### src/rtl/calc_pkg.sv
// Shared key codes, operation encoding and entry-FSM states for the calculator keypad front end.
package calc_pkg;

    localparam logic [3:0] KEY_ADD = 4'hA;
    localparam logic [3:0] KEY_SUB = 4'hB;
    localparam logic [3:0] KEY_CLR = 4'hC;
    localparam logic [3:0] KEY_EQ  = 4'hE;

    localparam logic OP_ADD = 1'b0;
    localparam logic OP_SUB = 1'b1;

    typedef enum logic [1:0] {
        S_A    = 2'd0,
        S_B    = 2'd1,
        S_DONE = 2'd2
    } state_t;

    function automatic logic is_digit_key(input logic [3:0] code);
        return code <= 4'd9;
    endfunction

endpackage

### src/rtl/bcd_digit_shift_reg.sv
// One packed-BCD operand plus its entered-digit count; digits shift in from the least significant end.
module bcd_digit_shift_reg #(
    parameter int DIGITS = 4
) (
    input  logic                clk,
    input  logic                rst_n,
    input  logic                shift_en,
    input  logic [3:0]          digit,
    input  logic                clr,
    input  logic                load,
    input  logic [4*DIGITS-1:0] load_val,
    output logic [4*DIGITS-1:0] value,
    output logic                full
);

    localparam int W  = 4 * DIGITS;
    localparam int CW = $clog2(DIGITS + 1);

    logic [CW-1:0] count;

    assign full = (count == CW'(DIGITS));

    // clr together with shift_en starts a fresh operand holding just that digit
    always_ff @(posedge clk or negedge rst_n) begin
        if (!rst_n) begin
            value <= '0;
            count <= '0;
        end else if (clr) begin
            value <= shift_en ? W'(digit) : '0;
            count <= shift_en ? CW'(1) : '0;
        end else if (load) begin
            value <= load_val;
            count <= CW'(DIGITS);
        end else if (shift_en && !full) begin
            value <= {value[W-5:0], digit};
            count <= count + CW'(1);
        end
    end

endmodule

### src/rtl/bcd_operand_entry.sv
// Keypad front end: builds operands A/B from key strokes and strobes go to alu_BCD.
// Optional feature macro: CHAIN_RESULT_EN (add/sub after a result continues from alu_result).
module bcd_operand_entry
    import calc_pkg::*;
#(
    parameter int DIGITS = 4
) (
    input  logic                clk,
    input  logic                rst_n,
    input  logic                key_valid,
    input  logic [3:0]          key_code,
    input  logic [4*DIGITS-1:0] alu_result,
    input  logic                alu_valid,
    output logic [4*DIGITS-1:0] a,
    output logic [4*DIGITS-1:0] b,
    output logic                op,
    output logic                go,
    output logic [4*DIGITS-1:0] display,
    output logic                entry_err
);

    localparam int W = 4 * DIGITS;

    state_t        state, state_nxt;
    logic          op_nxt, go_nxt, err_nxt;
    logic          a_shift, a_clr, a_load, a_full;
    logic          b_shift, b_clr, b_full;
    logic [W-1:0]  a_load_val;
    logic          is_arith;

    bcd_digit_shift_reg #(.DIGITS(DIGITS)) u_reg_a (
        .clk      (clk),
        .rst_n    (rst_n),
        .shift_en (a_shift),
        .digit    (key_code),
        .clr      (a_clr),
        .load     (a_load),
        .load_val (a_load_val),
        .value    (a),
        .full     (a_full)
    );

    bcd_digit_shift_reg #(.DIGITS(DIGITS)) u_reg_b (
        .clk      (clk),
        .rst_n    (rst_n),
        .shift_en (b_shift),
        .digit    (key_code),
        .clr      (b_clr),
        .load     (1'b0),
        .load_val ('0),
        .value    (b),
        .full     (b_full)
    );

`ifndef CHAIN_RESULT_EN
    logic unused_alu_valid;
    assign unused_alu_valid = alu_valid;
`endif

    assign is_arith = (key_code == KEY_ADD) || (key_code == KEY_SUB);

    always_ff @(posedge clk or negedge rst_n) begin
        if (!rst_n) begin
            state     <= S_A;
            op        <= OP_ADD;
            go        <= 1'b0;
            entry_err <= 1'b0;
        end else begin
            state     <= state_nxt;
            op        <= op_nxt;
            go        <= go_nxt;
            entry_err <= err_nxt;
        end
    end

    // Key decode: every key acts on the operand registers and pulses in the same edge
    always_comb begin
        state_nxt  = state;
        op_nxt     = op;
        go_nxt     = 1'b0;
        err_nxt    = 1'b0;
        a_shift    = 1'b0;
        a_clr      = 1'b0;
        a_load     = 1'b0;
        a_load_val = '0;
        b_shift    = 1'b0;
        b_clr      = 1'b0;

        if (key_valid) begin
            if (key_code == KEY_CLR) begin
                a_clr     = 1'b1;
                b_clr     = 1'b1;
                op_nxt    = OP_ADD;
                state_nxt = S_A;
            end else begin
                unique case (state)
                    S_A: begin
                        if (is_digit_key(key_code)) begin
                            if (a_full) err_nxt = 1'b1;
                            else        a_shift = 1'b1;
                        end else if (is_arith) begin
                            op_nxt    = (key_code == KEY_SUB) ? OP_SUB : OP_ADD;
                            b_clr     = 1'b1;
                            state_nxt = S_B;
                        end
                    end
                    S_B: begin
                        if (is_digit_key(key_code)) begin
                            if (b_full) err_nxt = 1'b1;
                            else        b_shift = 1'b1;
                        end else if (is_arith) begin
                            op_nxt = (key_code == KEY_SUB) ? OP_SUB : OP_ADD;
                        end else if (key_code == KEY_EQ) begin
                            go_nxt    = 1'b1;
                            state_nxt = S_DONE;
                        end
                    end
                    S_DONE: begin
                        if (is_digit_key(key_code)) begin
                            a_clr     = 1'b1;
                            a_shift   = 1'b1;
                            b_clr     = 1'b1;
                            state_nxt = S_A;
                        end else if (key_code == KEY_EQ) begin
                            go_nxt = 1'b1;
                        end else if (is_arith) begin
                            op_nxt    = (key_code == KEY_SUB) ? OP_SUB : OP_ADD;
                            b_clr     = 1'b1;
                            state_nxt = S_B;
`ifdef CHAIN_RESULT_EN
                            a_load     = 1'b1;
                            a_load_val = alu_valid ? alu_result : '0;
                            err_nxt    = !alu_valid;
`endif
                        end
                    end
                    default: state_nxt = S_A;
                endcase
            end
        end
    end

    always_comb begin
        display = a;
        unique case (state)
            S_B:     display = b;
            S_DONE:  display = alu_result;
            default: display = a;
        endcase
    end

endmodule
### config.mk
export PLATFORM = sky130hd
export DESIGN_NAME = bcd_operand_entry
export DESIGN_NICKNAME = d
export VERILOG_FILES = /design/src/rtl/calc_pkg.sv /design/src/rtl/bcd_digit_shift_reg.sv /design/src/rtl/bcd_operand_entry.sv
export SDC_FILE = /design/constraint.sdc
export NUM_CORES = 1
export LEC_CHECK = 0
export CAP_MARGIN = 20
export CELL_PAD_IN_SITES_DETAIL_PLACEMENT = 2
export CELL_PAD_IN_SITES_GLOBAL_PLACEMENT = 2
export CORE_ASPECT_RATIO = 0.8
export CORE_MARGIN = 3
export CORE_UTILIZATION = 25
export CTS_CLUSTER_SIZE = 12
export DETAILED_ROUTE_END_ITERATION = 10
export HOLD_SLACK_MARGIN = 0.05
export PLACE_DENSITY_LB_ADDON = 0.1
export RECOVER_POWER = 25
export SYNTH_ARGS = -nofsm -noshare
export SYNTH_HDL_FRONTEND = slang
export SYNTH_SLANG_ARGS = --single-unit
### constraint.sdc
create_clock -name clk -period 1.85 [get_ports clk]
set_input_delay 0.37 -clock clk [delete_from_list [all_inputs] [get_ports clk]]
set_output_delay 0.37 -clock clk [all_outputs]
set_load 0.02 [all_outputs]
After elaboration in Yosys (flattened, before gate mapping):

Index checks and enable logic that the tools add are counted.

* add/sub/neg operators: 2
* $mul: 0
* div/mod/pow operators: 0
* magnitude comparators: 1
* eq/ne operators: 16
* shift-type cells: 0
* multiplexer cells: 64
* bitwise operators: 0
* reductions and logical operators: 12

Operator list (count)
* $mux 16: 4
* $mux 1: 39
* $pmux 16 s2: 1
* $ne 3x3->1 const B: 7
* $eq 4x4->1 const B: 4
* $mux 2: 8
* $mux 3: 4
* $pmux 1 s2: 5
* $mux 4: 2
* $add 3x1->3 const B: 2
* $eq 3x3->1 const B: 2
* $pmux 2 s3: 1
* $reduce_and 6->1: 1
* $reduce_and 5->1: 1
* $le 4x4->1 const B: 1
* $ne 4x4->1 const B: 1
* $reduce_bool 2->1: 2
* $reduce_bool 3->1: 1
* $eq 2x1->1 const B: 1
* $eq 2x2->1 const B: 1
* $logic_and 1x1->1: 2
* $logic_not 1->1: 2
* $logic_not 2->1: 1
* $reduce_or 2->1: 1
* $logic_or 1x1->1: 1

* bits in registers: 43
* bits in latches: 0
* RAM bits: 0
* memory bits (read-only): 0
* output and inout port bits: 51
* memories kept: 0

Logic depth before layout (Yosys ltp):

* depth in word-level cells: 9
* gate-level depth with buffers: 8
* gate-level depth less buffers: 6

By module:

From an unflattened synthesis, not the netlist that was laid out.

* cell total of the unflattened synthesis: 341
* area, all modules: 2944.1 µm²

By module, submodules not included
* bcd_digit_shift_reg: instances 2, cells an instance 112, area each 1086.0 µm², sequential area each 475.5 µm²
* bcd_operand_entry: instances 1, cells an instance 117, area each 772.0 µm², sequential area each 125.1 µm²

Worst setup path after synthesis:

OpenSTA, ideal clock, no wires.

* path type: reg-to-output
* from: register state[0]
* to: output port display[8]
* arrival: 1.771 ns
* data required time: 1.480 ns
* slack: -0.291 ns
* cell stages (with the launch flop): 7
* buffers on the path: 2
* cells stage by stage: dfrtp_1 inv_1 ha_1 clkbuf_1 clkbuf_1 a22oi_1 a21oi_1

* cells in the longest elaborated chain, start to end: 2
* elaborated cells between the ends (all ways): 3
* those cells by class: eq/ne: 2; mux: 1

Ends and longest elaborated chain
* from (decl): RTL line bcd_operand_entry.sv:24 `state_t state, state_nxt;`
* from (signal assigned): RTL line bcd_operand_entry.sv:69 `state <= state_nxt;`
* $eq 2x2->1 / $eq 2x1->1 (equally long branches): RTL line bcd_operand_entry.sv:145 `unique case (state)`
* $pmux 16 s2 (*): RTL line bcd_operand_entry.sv:145
* to (decl): RTL line bcd_operand_entry.sv:18 `output logic [4*DIGITS-1:0] display,`

Mark *: on every way between the ends. The rest lies on a longest branch, timed or not.

Worst setup path in the final report:

* from: register state[1]
* to: output port display[3]

Same word-level chain as after synthesis.

==> results by group <==
Logic synthesis
  • Synth cell count leaders: dfrtp_1, nand2_1, nor2_1, a21oi_1, a22oi_1
  • Flop and latch count out of synthesis: 43
  • Syn_nets: 302
  • Mean Syn Cell Area: ~9.0 um2
  • Post-synthesis async set-or-reset flop share: 1.000
  • Synth area leader: dfrtp_1
  • Top-count cell post-synth: dfrtp_1
  • Sequential cell area fraction in the yosys report: 0.4419
  • Synth cell types: 42
  • Synth Warn #: 0
  • Synth top area share: 0.4419
  • Synth top area cells: dfrtp_1, nand2_1, nor2_1
  • Post-synth EDFFs: 0
  • Synthesized cell area: 2435 um2
  • Synth Instances: 270
  • Most used DFF post-synth: dfrtp_1

CTS
  • H-Tree Depth: 2
  • CTS tree: built
  • Cts hold-fix bufs: 0
  • Worst-path clk slew: 60 ps
  • Clk Latency, worst-skew pair: 290 ps
  • Root buf cell: clkbuf_16
  • Clock Sinks: 43
  • Num CTS Buffers: 5
  • Max clock buf depth: 2

Global route
  • Grt ovf: 0
  • Vias in the first global route: 2,745
  • Gr usage total: 0.1869
  • Global-route wire length before repair: 15,590 um
  • Initial antenna violation count: 0
  • Largest net degree at the start of global routing: 44

Setup path
  • R2r setup slk: -140 ps
  • Worst Setup SP: state[1]
  • Worst setup EP type: output pin
  • Worst setup path end: display[3]
  • FF-to-FF Start: state[1]
  • Worst path max stage delay: ~400 ps
  • Most frequent CP cell: buf_6
  • Critical Path Source Type: flip-flop
  • Slowest CP cell: dfrtp_1
  • Worst R2R End: u_reg_b.value[7]
  • CP cell instances: inv_2 > ha_4 > buf_6 > a22oi_1 > buf_4 > a21oi_4 > buf_6
  • Kind of critical path: flip-flop to output pin
  • Worst-case reg-to-reg path depth: 8
  • CP Data Required Time: 1480 ps
  • Crit path DAT: 1640 ps
  • CP Max Fanout: 4

Layout
  • Area occupied by registers: 1077 um2
  • Layout area overhead: 77.13%
  • Multi-input logic area: around 1500 um2
  • Final net count: 422
  • Layout cells sized above 1: 0.4169
  • Post-layout util: 0.4652
  • Number of fill cells: roughly 970
  • N_diodes: 0
  • Design Area, Final: 4313 um2

Pwr
  • Tot Pwr: around 8.3 mW
  • Reg power frac: 0.171
  • Combinational share of power: 0.703
  • Psw: 3.678 mW
  • Max IR drop VDD: 710.3 uV
  • Net Sw Frac: 0.4407
  • Pint: 4.668 mW
  • Pwr/cell area: 1935 nW/um2
  • Static leakage: 1.911 nW
  • Clock power frac: 0.126

Timing
  • Final hold slack: 388.5 ps
  • Slew margin rel.: 0.2211
  • Final-report hold violation count: 0
  • Final period utilization: 1.084
  • Period minus WS final: 2006 ps
  • Fmax achieved: 498.6 MHz
  • Final Setup Violations: 35
  • Final worst slack: -155.6 ps
  • Slew @ Worst Pin: about 1200 ps
  • Final-report max-slew violation count: 0
  • RSZ-0062 raised after global routing: yes
  • Setup Skew: 5.191 ps

Drt
  • Final ANT Viol Nets: 0
  • Vias per inst: ~5.0
  • Total number of vias: 2,509
  • # DRC: 0
  • Initial DRT Pass Iterations: 4
  • DR iter-0 viols: 56
  • Routed length per placed instance: between 20 and 25 um
  • Drt total wl: 10,390 um

Die
  • IO Pins: 75
  • Die Wd: 116.3 um
  • Row count: 31
  • Die H: 94.27 um
  • Starting Density: 0.2627
  • Die ar.: 10,970 um2
  • Core area: 9270 um2

Run
  • MaxCap Viol Count: 0

Placed design
  • DP HPWL: 7151 um
  • Area after DPL: 3707 um2
  • Gpl congestion: approximately 0.75
  • # port buffers: 73
  • Pre-CTS WS: -403.5 ps

Worst hold path
  • Worst Hold Class: primary input to asynchronous set/reset pin

Run status
  • Status: complete, but fails checks
  • Failing checks: negative setup slack
[per-layer routing]
| metal | global-route usage | up-vias | part of all wire |
|---|---|---|---|
| met2 | 0.3024 | 38 | 0.50 |
| met1 | 0.2545 | 1278 | 0.46 |
| met3 | 0.03670 | 11 | 0.025 |
| met4 | 0.04734 | 0 | 0.014 |
| li1 | - | 1182 | - |
| met5 | 0 | - | 0 |
[layout make-up]
class	instances	share of cell area
clock buffers	6	0.03220
multi-input cells	195	0.3551
inverters	11	0.01015
well taps	115	0.03336
repair buffers	134	0.3113
flip-flops and latches	43	0.2498
clock inverters	2	0.008123
[worst max-delay path: cells and delay by family (launching register included)]
family                   cells  cell delay (ps)
flip-flops                   1              400
AO/OA/AOI/OAI                2              250
buffers and inverters        4              520
adder cells (fa/ha/maj)      1              190
[placed cells by master (no fill, tap or decap), drive strengths merged, types with 2 or more instances in the layout]
master and count:
clkbuf 10, o22ai 2, a22o 4, mux2i 13
a31oi 2, inv 11, dlymetal6s2s 2, dfrtp 43
nor2 38, nand2 37, nand4 2, and3b 2
ha 8, buf 74, a22oi 16, clkdlybuf4s50 53
o21ai 7, nor2b 3, a2bb2oi 2, mux2 2
a21oi 33, nand3 3, and4b 2, nor3 3
and3 2
[per-stage QoR]
step,TNS [ps],instances
after global placement,-13360,489
after floorplan,0,270
final,-3669,506
after global routing,-5257,506
after CTS,-1997,500
after detailed placement,-14160,489
[cells by family (layout without fill, tap and decap cells)]
| family | Yosys count | in the layout | share of synthesized area |
|---|---|---|---|
| AND/OR/NAND/NOR | 96 | 96 | 0.1773 |
| multiplexers | 15 | 15 | 0.06269 |
| AO/OA/AOI/OAI | 74 | 74 | 0.2127 |
| XOR/XNOR | 2 | 2 | 0.007196 |
| flip-flops | 43 | 43 | 0.4419 |
| buffers and inverters | 32 | 153 | 0.05704 |
| adder cells (fa/ha/maj) | 8 | 8 | 0.04111 |
[how the worst min path moves through the flow]
stage | start | end | slack (ps)
final | rst_n | entry_err | 390
after global routing | rst_n | u_reg_a.count[1] | 470
after CTS | rst_n | u_reg_a.count[1] | 180
after detailed placement | rst_n | u_reg_a.count[1] | 490
after global placement | rst_n | entry_err | 500
after floorplan | rst_n | entry_err | 70
[sequential cells by signal, summed over array words and instances (netlist names)]
register,flops
state,2
u_reg_a.count,3
op,1
u_reg_a.value,16
entry_err,1
go,1
u_reg_b.count,3
u_reg_b.value,16
[power groups by stage]
stage	registers (mW)	logic [mW]	clock network, mW
floorplan	1.61	2.30	0
global placement	1.39	4.82	0
detailed placement	1.40	4.90	0
CTS	1.41	5.31	1.07
global route	1.46	6.26	1.11
finish	1.43	5.87	1.05
[timing repair]
item / in CTS / in global routing
setup endpoints to repair: 56 / 57
cloned: 1 / 3
pin swaps: 10 / 22
buffers inserted: 2 / 4
gates resized for setup: 131 / 38
endpoints found under the hold margin: 0 / 0
Power figures use the tool's default switching activity.
